`config.mk`:
```
export PLATFORM = sky130hd
export DESIGN_NAME = log_divider_pipe
export DESIGN_NICKNAME = d
export VERILOG_FILES = /design/src/rtl/log_arith_pkg.sv /design/src/rtl/log_antilog.sv /design/src/rtl/lopd.sv /design/src/rtl/log_divider_pipe.sv
export SDC_FILE = /design/constraint.sdc
export NUM_CORES = 1
export LEC_CHECK = 0
export ABC_AREA = 1
export BUFFER_PORTS_ARGS = -buffer_cell sky130_fd_sc_hd__buf_2
export CAP_MARGIN = 15
export CORE_MARGIN = 5
export CORE_UTILIZATION = 45
export CTS_BUF_LIST = sky130_fd_sc_hd__clkbuf_16
export DETAILED_ROUTE_END_ITERATION = 7
export PLACE_DENSITY = 0.65
export SLEW_MARGIN = 20
export SYNTH_ARGS = -nofsm -noshare
export SYNTH_HDL_FRONTEND = slang
export SYNTH_SLANG_ARGS = --single-unit
```
`constraint.sdc`:
```
create_clock -name clk -period 3 [get_ports clk]
set_input_delay 0.45 -clock clk [delete_from_list [all_inputs] [get_ports clk]]
set_output_delay 0.45 -clock clk [all_outputs]
set_load 0.02 [all_outputs]
```
`src/rtl/log_arith_pkg.sv`:
```
// Shared log-domain arithmetic helpers: width math used by the Mitchell multiplier and divider.
package log_arith_pkg;

  function automatic int unsigned clog2(input int unsigned v);
    int unsigned r;
    r = 0;
    while ((32'd1 << r) < v) r++;
    return (r == 0) ? 1 : r;
  endfunction

  function automatic int unsigned max_u(input int unsigned a, input int unsigned b);
    return (a > b) ? a : b;
  endfunction

  // Mantissa bits below the leading one, aligned to the wider operand
  function automatic int unsigned frac_bits(input int unsigned wa, input int unsigned wb);
    return max_u(wa, wb) - 1;
  endfunction

  function automatic int unsigned k_bits(input int unsigned wa, input int unsigned wb);
    return clog2(max_u(wa, wb));
  endfunction

  // Signed log difference: characteristic, mantissa, sign and borrow headroom
  function automatic int unsigned diff_bits(input int unsigned wa, input int unsigned wb);
    return k_bits(wa, wb) + frac_bits(wa, wb) + 2;
  endfunction

endpackage

```
`src/rtl/log_antilog.sv`:
```
// Antilog core: rebuilds {1,xq} * 2^(kq - XQ_W + FRAC_W), truncated, with saturation to the Q range.
module log_antilog
  import log_arith_pkg::*;
#(
  parameter int unsigned XQ_W    = 15,
  parameter int unsigned KQ_W    = 6,
  parameter int unsigned FRAC_W  = 0,
  parameter int unsigned WIDTH_Q = 16,
  parameter bit          SIGNED  = 1'b0
) (
  input  logic [XQ_W-1:0]        xq,
  input  logic signed [KQ_W-1:0] kq,
  output logic [WIDTH_Q-1:0]     m,
  output logic                   sat
);

  localparam int unsigned MANT_W = XQ_W + 1;
  localparam int unsigned CMP_W  = max_u(MANT_W + FRAC_W + 1, WIDTH_Q + 1);
  localparam int unsigned LMAX   = CMP_W - MANT_W;
  localparam logic [WIDTH_Q-1:0] QMAX = SIGNED ? {1'b0, {(WIDTH_Q-1){1'b1}}} : {WIDTH_Q{1'b1}};

  logic [MANT_W-1:0] mant;
  logic [CMP_W-1:0]  wide;
  logic              ovf;
  int                sh;

  assign mant = {1'b1, xq};

  // Any left shift beyond LMAX pushes the implicit one out of range
  always_comb begin
    sh   = int'(kq) - int'(XQ_W) + int'(FRAC_W);
    wide = '0;
    ovf  = 1'b0;
    if (sh >= 0) begin
      if (sh > int'(LMAX)) ovf = 1'b1;
      else                 wide = CMP_W'(mant) << sh;
    end else if (-sh <= int'(XQ_W)) begin
      wide = CMP_W'(mant) >> (-sh);
    end
    sat = ovf || (wide > CMP_W'(QMAX));
    m   = sat ? QMAX : wide[WIDTH_Q-1:0];
  end

endmodule

```
`src/rtl/lopd.sv`:
```
// Leading-one position detector: index of the most significant set bit, plus an all-zero flag.
module lopd #(
  parameter int unsigned W   = 16,
  parameter int unsigned P_W = 4
) (
  input  logic [W-1:0]   x,
  output logic [P_W-1:0] pos,
  output logic           zero
);

  always_comb begin
    pos = '0;
    for (int i = 0; i < W; i++) begin
      if (x[i]) pos = P_W'(i);
    end
  end

  assign zero = ~|x;

endmodule

```
`src/rtl/log_divider_pipe.sv`:
```
// Mitchell approximate divider Q ~= 2^(log2|A| - log2|B|), three register stages with valid/ready.
module log_divider_pipe
  import log_arith_pkg::*;
#(
  parameter int unsigned WIDTH_A = 16,
  parameter int unsigned WIDTH_B = 16,
  parameter int unsigned WIDTH_Q = 16,
  parameter int unsigned FRAC_W  = 0,
  parameter bit          SIGNED  = 1'b0
) (
  input  logic               clk,
  input  logic               rst,
  input  logic               in_valid,
  output logic               in_ready,
  input  logic [WIDTH_A-1:0] A,
  input  logic [WIDTH_B-1:0] B,
  output logic               out_valid,
  input  logic               out_ready,
  output logic [WIDTH_Q-1:0] Q,
  output logic               div_zero,
  output logic               sat
);

  localparam int unsigned F    = frac_bits(WIDTH_A, WIDTH_B);
  localparam int unsigned MAXW = F + 1;
  localparam int unsigned K_W  = k_bits(WIDTH_A, WIDTH_B);
  localparam int unsigned D_W  = diff_bits(WIDTH_A, WIDTH_B);
  localparam int unsigned KQ_W = D_W - F;
  localparam logic [WIDTH_Q-1:0] QMAX = SIGNED ? {1'b0, {(WIDTH_Q-1){1'b1}}} : {WIDTH_Q{1'b1}};

  logic en;
  assign en       = !out_valid || out_ready;
  assign in_ready = en;

  // S1 combinational: magnitudes, leading-one positions, left-aligned mantissas
  logic               a_neg_c, b_neg_c, za_c, zb_c;
  logic [WIDTH_A-1:0] mag_a_c;
  logic [WIDTH_B-1:0] mag_b_c;
  logic [MAXW-1:0]    ext_a_c, ext_b_c;
  logic [K_W-1:0]     ka_c, kb_c;
  logic [F-1:0]       xa_c, xb_c;

  assign a_neg_c = SIGNED && A[WIDTH_A-1];
  assign b_neg_c = SIGNED && B[WIDTH_B-1];
  assign mag_a_c = a_neg_c ? -A : A;
  assign mag_b_c = b_neg_c ? -B : B;
  assign ext_a_c = MAXW'(mag_a_c);
  assign ext_b_c = MAXW'(mag_b_c);

  lopd #(.W(MAXW), .P_W(K_W)) u_lopd_a (.x(ext_a_c), .pos(ka_c), .zero(za_c));
  lopd #(.W(MAXW), .P_W(K_W)) u_lopd_b (.x(ext_b_c), .pos(kb_c), .zero(zb_c));

  assign xa_c = F'(ext_a_c << (K_W'(F) - ka_c));
  assign xb_c = F'(ext_b_c << (K_W'(F) - kb_c));

  logic           s1_valid, s1_neg, s1_neg_a, s1_za, s1_zb;
  logic [K_W-1:0] s1_ka, s1_kb;
  logic [F-1:0]   s1_xa, s1_xb;

  always_ff @(posedge clk or posedge rst) begin
    if (rst) begin
      s1_valid <= 1'b0;
      s1_neg   <= 1'b0;
      s1_neg_a <= 1'b0;
      s1_za    <= 1'b0;
      s1_zb    <= 1'b0;
      s1_ka    <= '0;
      s1_kb    <= '0;
      s1_xa    <= '0;
      s1_xb    <= '0;
    end else if (en) begin
      s1_valid <= in_valid;
      s1_neg   <= a_neg_c ^ b_neg_c;
      s1_neg_a <= a_neg_c;
      s1_za    <= za_c;
      s1_zb    <= zb_c;
      s1_ka    <= ka_c;
      s1_kb    <= kb_c;
      s1_xa    <= xa_c;
      s1_xb    <= xb_c;
    end
  end

  // S2: log-domain subtraction; a mantissa borrow lowers the characteristic by one
  logic signed [D_W-1:0] d_c;
  assign d_c = signed'({2'b00, s1_ka, s1_xa}) - signed'({2'b00, s1_kb, s1_xb});

  logic                  s2_valid, s2_neg, s2_neg_a, s2_za, s2_zb;
  logic signed [D_W-1:0] s2_d;

  always_ff @(posedge clk or posedge rst) begin
    if (rst) begin
      s2_valid <= 1'b0;
      s2_neg   <= 1'b0;
      s2_neg_a <= 1'b0;
      s2_za    <= 1'b0;
      s2_zb    <= 1'b0;
      s2_d     <= '0;
    end else if (en) begin
      s2_valid <= s1_valid;
      s2_neg   <= s1_neg;
      s2_neg_a <= s1_neg_a;
      s2_za    <= s1_za;
      s2_zb    <= s1_zb;
      s2_d     <= d_c;
    end
  end

  // S3: antilog, sign restore, zero-operand overrides (divide-by-zero wins)
  logic signed [KQ_W-1:0] kq_c;
  logic [F-1:0]           xq_c;
  logic [WIDTH_Q-1:0]     m_c, q_c;
  logic                   m_sat_c, dz_c, sat_c;

  assign kq_c = s2_d[D_W-1:F];
  assign xq_c = s2_d[F-1:0];

  log_antilog #(
    .XQ_W(F), .KQ_W(KQ_W), .FRAC_W(FRAC_W), .WIDTH_Q(WIDTH_Q), .SIGNED(SIGNED)
  ) u_antilog (
    .xq(xq_c), .kq(kq_c), .m(m_c), .sat(m_sat_c)
  );

  always_comb begin
    q_c   = s2_neg ? -m_c : m_c;
    dz_c  = 1'b0;
    sat_c = m_sat_c;
    if (s2_zb) begin
      q_c   = s2_neg_a ? -QMAX : QMAX;
      dz_c  = 1'b1;
      sat_c = 1'b0;
    end else if (s2_za) begin
      q_c   = '0;
      sat_c = 1'b0;
    end
  end

  always_ff @(posedge clk or posedge rst) begin
    if (rst) begin
      out_valid <= 1'b0;
      Q         <= '0;
      div_zero  <= 1'b0;
      sat       <= 1'b0;
    end else if (en) begin
      out_valid <= s2_valid;
      Q         <= q_c;
      div_zero  <= dz_c;
      sat       <= sat_c;
    end
  end

endmodule

```
== Word level (Yosys, flattened, before mapping) ==
Cells that the tools add are included.

* Input bits: 36
* Output and inout bits: 20
* RAM bits: 0
* Flip-flop bits (word level): 83
* Memories kept: 0
* Bits in latches: 0
* Memory bits (read-only): 0
* Word-level logic and storage cells: 76

* $mul: 0
* Multiplexer cells: 41
* Reductions and logical operators: 7
* Eq/ne operators: 0
* $lt $le $gt $ge: 4
* Divide/modulo/power cells: 0
* $add $sub $neg: 5
* Shift operators: 4
* Bitwise gates (word level): 0

{| class="wikitable"
|+ Operators with widths
! cell !! number
|-
| $mux W4 || 16
|-
| $mux W17 || 3
|-
| $mux W16 || 3
|-
| $ge A32 B1 Y1 const B || 1
|-
| $gt A32 B2 Y1 const B || 1
|-
| $le A32 B5 Y1 const B || 1
|-
| $neg A32 Y32 || 1
|-
| $reduce_or A16 Y1 || 2
|-
| $shl A16 B32 Y17 || 1
|-
| $shl A16 B4 Y15 || 2
|-
| $shr A16 B32 Y17 || 1
|-
| $mux W3 || 8
|-
| $sub A19 B19 Y20 || 1
|-
| $gt A17 B16 Y1 const B || 1
|-
| $mux W2 || 4
|-
| $sub A4 B4 Y4 const A || 2
|-
| $mux W1 || 7
|-
| $sub A5 B5 Y6 const B || 1
|-
| $logic_not A1 Y1 || 3
|-
| $logic_or A1 B1 Y1 || 2
|}

== Longest topological paths before layout ==
Gate-level depths: netlist of run 1.

* Depth in word-level cells: 17
* Mapped depth: 23

== Modules after synthesis ==
From an unflattened synthesis of run 1, not the netlist that was laid out.

* Cell total of the unflattened synthesis: 1230
* Area, all modules: 7539.7 µm²

{| class="wikitable"
|+ Modules (own cells, without submodules)
! module !! seq. area each (µm²) !! times used !! area each (µm²) !! cells an instance
|-
| log_divider_pipe || 2077.0 || 1 || 5151.2 || 726
|-
| log_antilog || 0.0 || 1 || 2025.7 || 416
|-
| lopd || 0.0 || 2 || 181.4 || 44
|}

== Worst setup path before layout of run 1 ==
No wires, ideal clock.

* Kind: reg2reg
* Start: reg s2_d[15]
* End: reg Q[5]
* Clock period less this slack: 3208 ps
* Buffers on the path: 1
* Slack: -208 ps
* Data required time: 2934 ps
* Data arrival time: 3142 ps
* Cell stages (with the launch flop): 23
* Path through: dfrtp_1 buf_4 inv_2 ha_1 nor2_2 inv_1 nor3_1 nand2_1 ha_1 nand2_1 nor4_1 nand2_1 nor2_2 nand2_1 nand2_1 nand2_1 nand2_1 nand2_1 a21oi_1 o21ai_1 nand2_1 nand2_1 nand2_1

* Word-level cells in the longest chain between the ends: 10
* Elaborated cells between the ends (all ways): 17
* Those cells by class: 2 x add/sub; 4 x order compare; 2 x shift; 8 x mux; 1 x reduce/logical

{| class="wikitable"
|+ RTL lines
! what !! RTL line !! text
|-
| start: declaration || log_divider_pipe.sv:89 || <nowiki>logic signed [D_W-1:0] s2_d;</nowiki>
|-
| start signal: assignment || log_divider_pipe.sv:98 || <nowiki>s2_d <= '0;</nowiki>
|-
| start signal: assignment || log_divider_pipe.sv:105 || <nowiki>s2_d <= d_c;</nowiki>
|-
| $sub A5 B5 Y6 (*) || log_antilog.sv:31 || <nowiki>sh = int'(kq) - int'(XQ_W) + int'(FRAC_W);</nowiki>
|-
| $neg A32 Y32 || log_antilog.sv:37, log_antilog.sv:38 ||
|-
| $le A32 B5 Y1 or $shr A16 B32 Y17 (tied branches) || log_antilog.sv:37, log_antilog.sv:38 ||
|-
| $mux W17 || log_antilog.sv:37 || <nowiki>end else if (-sh <= int'(XQ_W)) begin</nowiki>
|-
| $mux W17 || log_antilog.sv:34 || <nowiki>if (sh >= 0) begin</nowiki>
|-
| $gt A17 B16 Y1 || log_antilog.sv:40 || <nowiki>sat = ovf || (wide > CMP_W'(QMAX));</nowiki>
|-
| $logic_or A1 B1 Y1 || log_antilog.sv:40 ||
|-
| $mux W16 (*) || log_antilog.sv:41 || <nowiki>m = sat ? QMAX : wide[WIDTH_Q-1:0];</nowiki>
|-
| $mux W16 (*) || log_divider_pipe.sv:132 || <nowiki>end else if (s2_za) begin</nowiki>
|-
| $mux W16 (*) || log_divider_pipe.sv:128 || <nowiki>if (s2_zb) begin</nowiki>
|-
| end signal: assignment || log_divider_pipe.sv:146 || <nowiki>Q <= q_c;</nowiki>
|-
| end: declaration || log_divider_pipe.sv:19 || <nowiki>output logic [WIDTH_Q-1:0] Q,</nowiki>
|}

Every way passes the cells marked *; elsewhere a longest branch is shown, timed or not.
A chain may end at the register's enable or synchronous reset.

== Worst setup path in the final report of run 1 ==
* Start: reg s2_d[15]
* End: reg Q[4]

Same word-level chain as after synthesis.

==> results of run 1 <==
cells by family (layout without fill, tap and decap cells):
logic type      after synthesis  in the layout  share of synthesized area
compound gates              162            162                     0.1324
xor+xnor                     14             14                    0.02242
fa+ha+maj                    32             32                    0.05848
buf+inv                     171            241                    0.09506
flops                        83             83                     0.2978
simple gates                616            616                     0.3939
final cells by class:
type	instances	area [sq um]	share of cell area
timing repair buffer	96	623.1	0.07683
tap	188	235.2	0.02900
multi-input combinational	824	4378	0.5398
clock buffer	9	225.2	0.02777
clock inverter	7	73.82	0.009102
sequential	83	2078	0.2562
inverter	129	496.7	0.06125
cell usage in the layout, fill, tap and decap left out, types with 5 or more instances in the layout:
cell type / count
o21ai_0: 87
clkbuf_16: 9
inv_2: 8
buf_2: 55
nor2_1: 60
nor3_1: 10
ha_1: 29
nand2_2: 12
o21ai_1: 18
buf_4: 35
xor2_1: 5
or2_2: 7
nand2_1: 258
dfrtp_1: 82
xnor2_1: 6
o211ai_1: 9
a21oi_1: 27
nor2_4: 7
nand4_1: 16
nand3_1: 229
inv_1: 115
report_power, final:
group          total, uW  leakage (uW)  internal, uW  switching [uW]
registers           1850       0.00100          1530             322
logic               5940       0.00289          2130            3810
clock network       1120      0.000152           650             466
stage by stage:
stage          hold slack [ps]  area, sq um  worst slack (ps)
5_1_grt                  204.8         8110            -290.5
3_3_place_gp             446.7         7665            -147.9
3_5_place_dp             456.1         7665            -160.1
2_1_floorplan            440.0         7009            -24.49
4_1_cts                  168.3         8009            0.4672
6_report                 155.5         8110            -20.27
worst max-delay path, stage by stage, from the launching register on:
cell and delay, ps:
dfrtp_2 450, inv_4 80, ha_4 210, nor2_4 120
inv_2 60, nor3_4 160, nand2_1 80, ha_1 280
nand4_1 130, nor4_2 180, nand2_1 120, buf_6 150
nor2_4 230, nor2_2 100, nand2_2 80, nand3_2 100
a21oi_2 150, o21ai_1 90, nand2_1 80, nand2_1 50
nand2_1 60
flip-flops by register name (all words and copies together) (netlist names), 4 cells and up:
register / cells
s2_d: 20
Q: 16
s1_xa: 15
s1_xb: 15
s1_ka: 4
s1_kb: 4
final timing paths:
path,depth (start not counted),slack (ps),to
setup / recovery,20,-20,Q[4]
hold / removal,2,160,s1_ka[2]
setup reg to reg,20,-20,Q[4]
hold reg to reg,1,470,out_valid
max in group asynchronous,3,2190,s1_valid
min in group clk,3,320,s1_valid
metal layers:
metal | vias up | global-route usage
met5 | - | 0
met3 | 30 | 0.02943
met4 | 0 | 0.07466
li1 | 3730 | -
met2 | 193 | 0.3698
met1 | 3411 | 0.3144
repair_timing:
item | 4_1_cts | 5_1_grt
pin swaps | 1 | 8
setup endpoints to repair | 15 | 16
setup buffers | 2 | 0
resized for setup | 12 | 32
==> flow_metrics.py, run 1 <==
metrics = {
    "worst_hold_path": {
        "min_path_type": "primary input to asynchronous set/reset pin",
    },
    "timing": {
        "fmax_mhz": 331.1,
        "setup_viol": 2,
        "post-route-period-util": 1.007,
        "clock_skew_ps": 9.962,
        "rsz0062_at_grt": "true",
        "drv_slew": 0,
        "worstMarginPinSlew_ps": 628.8,
        "tns_ps": -32.87,
        "slew_headroom": 0.5803,
        "fin_ws_ps": -20.27,
        "hold_violations": 0,
        "period_minus_slack_ps": 3020,
    },
    "final_layout": {
        "n_antenna_cell": 0,
        "nets": 1211,
        "fin_cells": 1336,
        "drive_gt1_frac": 0.1507,
        "area_growth_syn_to_layout_pct": 16.27,
        "nFillCells": 1550,
        "fin_util": 0.5335,
    },
    "routing": {
        "wl_microns": 19980,
        "first_pass_iters": 7,
        "drt_iter0_drc": 626,
        "vias_per_cell": 5.512,
        "drc": 0,
        "detail-route-antenna-nets": 0,
        "met1_length_microns": 9145,
        "post_drt_wl_per_cell_microns": 14.95,
        "wl_met3_microns": 798,
        "routed-wl-met2_microns": 9543,
        "vias": 7364,
        "highest_layer": "met4",
    },
    "outcome": {
        "failed_checks": "negative setup slack",
        "outcome": "complete, but fails checks",
    },
    "yosys": {
        "netlist_area_sq_mm": 0.006975,
        "syn_area_per_cell_sq_um": 6.471,
        "synth_top_area_share": 0.2978,
        "syn_inst": 1078,
        "synth_largest_area_cell": "dfrtp_1",
        "synthArstFlopShare": 1.000,
        "synth_area_leaders": "dfrtp_1, nand3_1, nand2_1, o21ai_0, inv_1",
        "yosys_warnings": 0,
        "ys_ff_latch": 83,
        "ys_seq_area_frac": 0.2978,
        "ys_top_cells_by_count": "nand2_1, nand3_1, inv_1",
        "synth.distinct_cells": 44,
        "synthMostInstantiatedCell": "nand2_1",
        "syn-num-nets": 1146,
        "synth_ff_type": "dfrtp_1",
        "synth_edf_count": 0,
    },
    "setup_path": {
        "worst_setup_path_start_kind": "flip-flop",
        "cp.arrival_ps": 3310,
        "endpoint_kind": "flip-flop",
        "cp_max_fo": 7,
        "r2r_start": "s2_d[15]",
        "cp.required_ps": 3290,
        "criticalPathCategory": "flip-flop to flip-flop",
        "crit_start": "s2_d[15]",
    },
    "floorplan": {
        "initial_core_util": 0.4588,
        "rows": 45,
        "num_io_pins": 56,
        "fp.dieArea_sq_mm": 0.01809,
        "core_area_sq_mm": 0.01520,
        "die_x_microns": 134.5,
        "die_y_microns": 134.5,
    },
    "power": {
        "vdd_drop_max_mv": 0.5252,
        "power-per-cell-area_mw_per_mm2": 1099,
        "p_leak_uw": 0.004051,
        "finalPower_uw": 8910,
    },
    "clock_network": {
        "clkLatencyLatePin_ps": 350,
        "root_buffer": "clkbuf_16",
        "numCtsBuffers": 9,
        "cts_hold_buf": 0,
        "cts_sinks": 83,
        "htreeDepth": 3,
        "cts_tree": "yes",
        "clk_pin_slew_ps": 70,
        "clockBufferDepth": 2,
    },
    "grt": {
        "grt_max_degree": 49,
        "grt_antenna_before_repair": 0,
        "grt_pass1_wl_microns": 33850,
        "grt_use_total": 0.2271,
        "grt_pass1_vias": 6903,
        "globalRoute.totalOverflow": 0,
    },
    "placed_design": {
        "placed_cells": 1318,
        "io_buffers": 55,
        "place.gp.congestion": 0.9685,
        "hpwlAfterDp_microns": 15520,
    },
    "flow_run": {
        "maxCapViolations": 0,
    },
}
No activity file was read; power rests on OpenSTA's default activity.
==> run 2, diff against run 1 <==
--- a/config.mk
+++ b/config.mk
@@ -6,13 +6,13 @@
 export NUM_CORES = 1
 export LEC_CHECK = 0
 export ABC_AREA = 1
-export BUFFER_PORTS_ARGS = -buffer_cell sky130_fd_sc_hd__buf_2
 export CAP_MARGIN = 15
 export CORE_MARGIN = 5
 export CORE_UTILIZATION = 45
 export CTS_BUF_LIST = sky130_fd_sc_hd__clkbuf_16
 export DETAILED_ROUTE_END_ITERATION = 7
-export PLACE_DENSITY = 0.65
+export DONT_BUFFER_PORTS = 1
+export SKIP_CTS_REPAIR_TIMING = 1
 export SLEW_MARGIN = 20
 export SYNTH_ARGS = -nofsm -noshare
 export SYNTH_HDL_FRONTEND = slang
==> flow_metrics.py, run 2 (same netlist as run 1, synthesis figures left out) <==
metrics = {
    "routing": {
        "post_drt_wl_per_cell_microns": 15.65,
        "wl_microns": 20110,
        "vias": 7179,
        "drc": 0,
        "met1_length_microns": 9119,
        "routed-wl-met2_microns": 9464,
        "vias_per_cell": 5.587,
        "first_pass_iters": 5,
        "highest_layer": "met4",
        "wl_met3_microns": 967,
        "drt_iter0_drc": 556,
        "detail-route-antenna-nets": 0,
    },
    "power": {
        "power-per-cell-area_mw_per_mm2": 1128,
        "comb_power_share": 0.637,
        "clkPwrFrac": 0.139,
        "finalPower_uw": 8879,
        "vdd_drop_max_mv": 0.5109,
        "p_leak_uw": 0.003853,
        "sw_frac_of_total": 0.5137,
        "pwr-share-seq": 0.225,
        "p_sw_uw": 4561,
        "internal_power_uw": 4318,
    },
    "setup_path": {
        "cp.required_ps": 3290,
        "slowest_delay_ps": 440,
        "crit_family": "simple AND/OR/NAND/NOR gates",
        "worst-path-buf-inv": 3,
        "worst_setup_path_start_kind": "flip-flop",
        "path_cells": "inv_4, ha_4, nor2_4, inv_2, nor3_4, nand2_1, ha_2, nor2_2, nand3_2, nor4_2, nand2_1, buf_6, nor2_4, nor2_2, nand2_1, nand3_2, a21oi_1, o21ai_1, nand2_1, nand2_1, nand2_1",
        "cp.arrival_ps": 3380,
        "cpMaxStageDelayCell": "dfrtp_2",
        "cp_common_cell": "nand2_1",
        "criticalPathCategory": "flip-flop to flip-flop",
        "endpoint_kind": "flip-flop",
        "cp_max_fo": 8,
    },
    "timing": {
        "clock_skew_ps": 15.44,
        "holdWs_ps": 10.48,
        "fin_ws_ps": -85.35,
        "worstMarginPinSlew_ps": 571.7,
        "post-route-period-util": 1.028,
        "rsz0062_at_grt": "true",
        "period_minus_slack_ps": 3085,
        "fmax_mhz": 324.1,
        "slew_headroom": 0.6184,
        "hold_violations": 0,
        "setup_viol": 9,
        "tns_ps": -393.5,
        "drv_slew": 0,
    },
    "final_layout": {
        "mostFrequentLayoutCell": "nand2_1",
        "largest_register_ffs": 20,
        "drive_gt1_frac": 0.1094,
        "area_growth_syn_to_layout_pct": 12.81,
        "fin_util": 0.5176,
        "mostFrequentLayoutCells": "nand2_1, nand3_1, inv_1, o21ai_0, dfrtp_1",
        "regMostFlops": "s2_d",
        "largestRegisters": "s2_d: 20 flops, Q: 16 flops",
        "nets": 1160,
        "n_antenna_cell": 0,
    },
    "clock_network": {
        "htreeDepth": 3,
        "root_buffer": "clkbuf_16",
        "cts_tree": "yes",
        "clockBufferDepth": 2,
        "clk_pin_slew_ps": 70,
        "cts_sinks": 83,
        "numCtsBuffers": 9,
        "clkLatencyLatePin_ps": 360,
    },
    "placed_design": {
        "io_buffers": 0,
        "hpwlAfterDp_microns": 15430,
        "place_ws_ps": -112.9,
        "place.gp.congestion": 0.9345,
    },
    "floorplan": {
        "die_y_microns": 134.5,
        "num_io_pins": 56,
        "rows": 45,
        "initial_core_util": 0.4588,
        "fp.dieArea_sq_mm": 0.01809,
        "die_x_microns": 134.5,
        "core_area_sq_mm": 0.01520,
    },
    "outcome": {
        "failed_checks": "negative setup slack",
        "outcome": "complete, but fails checks",
    },
    "flow_run": {
        "maxCapViolations": 0,
    },
    "worst_hold_path": {
        "min_path_type": "primary input to asynchronous set/reset pin",
    },
    "grt": {
        "grt_use_total": 0.2248,
        "grt_max_degree": 37,
        "globalRoute.totalOverflow": 0,
        "grt_pass1_vias": 6604,
        "grt_antenna_before_repair": 0,
        "grt_pass1_wl_microns": 33120,
    },
}
## run 2: changes by cell type in the layout (fill, tap and decap cells not counted), moves of 3 or more
cell	before	now
buf_2	55	0
nand2_1	258	265
nand2_2	12	5
o21ai_2	2	5
buf_4	35	39
inv_6	4	1
## run 2: worst reg2reg max path, delay by kind of cell, from the launching register on
family / cells / cell delay, ps
AND/OR/NAND/NOR: 14 / 1670
buffers and inverters: 3 / 280
AO/OA/AOI/OAI: 2 / 250
flip-flops: 1 / 440
adder cells (fa/ha/maj): 2 / 400
## run 2: area by class of cell
class	count	area [sq um]
Inverter	129	496.7
Timing Repair inverter	1	6.256
Sequential cell	83	2078
Clock buffer	9	225.2
Timing Repair Buffer	44	361.6
Tap cell	188	235.2
Fill cell	1592	7333
Multi-Input combinational cell	824	4364
Clock inverter	7	101.3
## run 2: path summary, 6_finish.rpt
check                         start        end  slack, ps  cells after the start
setup / recovery           s2_d[15]       Q[4]        -90                     21
hold / removal                  rst      s2_za         10                      1
setup reg to reg           s2_d[15]       Q[4]        -90                     21
hold reg to reg            s2_valid  out_valid        480                      1
max in group asynchronous       rst   s1_xa[4]       2220                      2
min in group clk           in_valid   s1_valid        220                      2
## run 2: power by group through the flow
stage	clock network, uW	registers [uW]	logic, uW
floorplan	0	1880	3820
global placement	0	2000	5200
detailed placement	0	2000	5190
CTS	1240	1980	5210
global route	1300	2040	6340
finish	1230	1990	5650
## run 2: routing by layer
| metal | track usage | up-vias |
|---|---|---|
| met1 | 0.3147 | 3283 |
| met2 | 0.3587 | 220 |
| met3 | 0.02571 | 38 |
| li1 | - | 3638 |
| met4 | 0.08541 | 0 |
| met5 | 0 | - |
## run 2: per-stage QoR
| stage | cell area, sq um | std cells |
|---|---|---|
| after global placement | 7385 | 1264 |
| after floorplan | 7009 | 1078 |
| after CTS | 7711 | 1280 |
| after global routing | 7869 | 1285 |
| final | 7869 | 1285 |
| after detailed placement | 7385 | 1264 |
==> run 3, diff against run 2 <==
==> constraint.sdc (replaced) <==
create_clock -name clk -period 3.5 [get_ports clk]
set_input_delay 0.525 -clock clk [delete_from_list [all_inputs] [get_ports clk]]
set_output_delay 0.525 -clock clk [all_outputs]
set_load 0.02 [all_outputs]
==> flow_metrics.py, run 3 (same netlist as run 1, synthesis figures left out) <==
metrics = {
    "timing": {
        "drv_slew": 0,
        "clock_skew_ps": 10.57,
        "tns_ps": 0,
        "slew_headroom": 0.5675,
        "setup_viol": 0,
        "rsz0062_at_grt": "false",
        "fmax_mhz": 317.0,
        "post-route-period-util": 0.9014,
        "worstMarginPinSlew_ps": 648.7,
        "period_minus_slack_ps": 3155,
        "hold_violations": 0,
    },
    "power": {
        "p_sw_uw": 3731,
        "sw_frac_of_total": 0.5224,
        "p_leak_uw": 0.003714,
        "internal_power_uw": 3411,
        "comb_power_share": 0.620,
        "vdd_drop_max_mv": 0.3306,
        "clkPwrFrac": 0.145,
        "pwr-share-seq": 0.235,
        "power-per-cell-area_mw_per_mm2": 940.8,
    },
    "setup_path": {
        "worst_setup_path_start_kind": "flip-flop",
        "endpoint_kind": "flip-flop",
        "cp.required_ps": 3780,
        "criticalPathCategory": "flip-flop to flip-flop",
        "cp.arrival_ps": 3440,
        "cp_max_fo": 5,
    },
    "routing": {
        "vias_per_cell": 5.584,
        "first_pass_iters": 5,
        "wl_microns": 20080,
        "drc": 0,
        "vias": 7064,
        "met1_length_microns": 9439,
        "highest_layer": "met4",
        "drt_iter0_drc": 558,
        "detail-route-antenna-nets": 0,
        "post_drt_wl_per_cell_microns": 15.87,
        "wl_met3_microns": 652,
        "routed-wl-met2_microns": 9249,
    },
    "final_layout": {
        "largestRegisters": "s2_d: 20 flops, Q: 16 flops",
        "drive_gt1_frac": 0.07335,
        "area_growth_syn_to_layout_pct": 8.825,
        "n_antenna_cell": 0,
        "nFillCells": 1621,
        "regMostFlops": "s2_d",
        "nets": 1140,
        "fin_util": 0.4993,
        "mostFrequentLayoutCell": "nand2_1",
        "fin_area_sq_mm": 0.007591,
        "mostFrequentLayoutCells": "nand2_1, nand3_1, inv_1, o21ai_0, dfrtp_1",
        "largest_register_ffs": 20,
    },
    "clock_network": {
        "cts_sinks": 83,
        "clk_pin_slew_ps": 60,
        "numCtsBuffers": 9,
        "root_buffer": "clkbuf_16",
        "clkLatencyLatePin_ps": 350,
        "htreeDepth": 3,
        "clockBufferDepth": 2,
        "cts_tree": "yes",
    },
    "placed_design": {
        "io_buffers": 0,
        "post_dp_cell_area_sq_mm": 0.007222,
        "hpwlAfterDp_microns": 15540,
        "place.gp.congestion": 0.9855,
    },
    "floorplan": {
        "rows": 45,
        "core_area_sq_mm": 0.01520,
        "die_y_microns": 134.5,
        "fp.dieArea_sq_mm": 0.01809,
        "num_io_pins": 56,
        "die_x_microns": 134.5,
        "initial_core_util": 0.4588,
    },
    "flow_run": {
        "maxCapViolations": 0,
    },
    "grt": {
        "globalRoute.totalOverflow": 0,
        "grt_pass1_wl_microns": 33540,
        "grt_use_total": 0.2268,
        "grt_pass1_vias": 6655,
        "grt_max_degree": 70,
        "grt_antenna_before_repair": 0,
    },
    "worst_hold_path": {
        "min_path_type": "primary input to asynchronous set/reset pin",
    },
    "outcome": {
        "outcome": "complete, no violations",
    },
}
==> run 3: layout make-up <==
type / instances / area, sq um / area share
multi-input combinational: 824 / 4279 / 0.5637
sequential: 83 / 2077 / 0.2736
inverter: 129 / 488.0 / 0.06428
tap: 188 / 235.2 / 0.03099
clock buffer: 9 / 225.2 / 0.02967
timing repair buffer: 25 / 187.7 / 0.02472
clock inverter: 7 / 98.84 / 0.01302
==> run 3: path summary, 6_finish.rpt <==
path                              to  depth (start not counted)     start  slack, ps
max reg2reg                     Q[4]                         20  s2_d[15]        340
min                            s2_za                          1       rst         40
min in group clk            s1_valid                          2  in_valid        310
max                             Q[4]                         20  s2_d[15]        340
max in group asynchronous  out_valid                          2       rst       2680
min reg2reg                    s2_za                          2     s2_za        480
==> run 3: per-layer routing <==
metal / vias up / GRT usage
met2: 175 / 0.3559
met5: - / 0
met1: 3261 / 0.3134
met3: 36 / 0.03018
met4: 0 / 0.1012
li1: 3592 / -
==> run 3: metrics by stage <==
step	worst slack (ps)	std cells	hold slack (ps)	total power [uW]
6_report	344.9	1265	41.06	7142
4_1_cts	104.5	1264	51.91	7042
3_3_place_gp	146.5	1248	423.6	5995
2_1_floorplan	292.3	1078	440.0	4825
5_1_grt	5.397	1265	69.56	7830
3_5_place_dp	109.7	1248	426.0	5974
==> run 3: worst max-delay path, cell delays in order (launching register included) <==
cell     delay (ps)
dfrtp_1         400
inv_2            50
ha_1            320
nor2_2          130
inv_1            90
nor3_4          170
nand2_1          80
ha_1            270
nand2_1          40
nor4_1          220
nand2_1         210
buf_4           210
nor2_1          140
nand2_1         100
nand3_1         110
nand3_1         100
a21oi_1         160
o21ai_0         120
nand2_1          70
nand2_1          50
nand2_1          60
==> run 3: power by group through the flow <==
| stage | combinational, uW | clock, uW | sequential [uW] |
|---|---|---|---|
| final | 4430 | 1040 | 1680 |
| after detailed placement | 4270 | 0 | 1700 |
| after CTS | 4300 | 1060 | 1690 |
| after floorplan | 3210 | 0 | 1610 |
| after global routing | 5000 | 1100 | 1730 |
| after global placement | 4300 | 0 | 1690 |
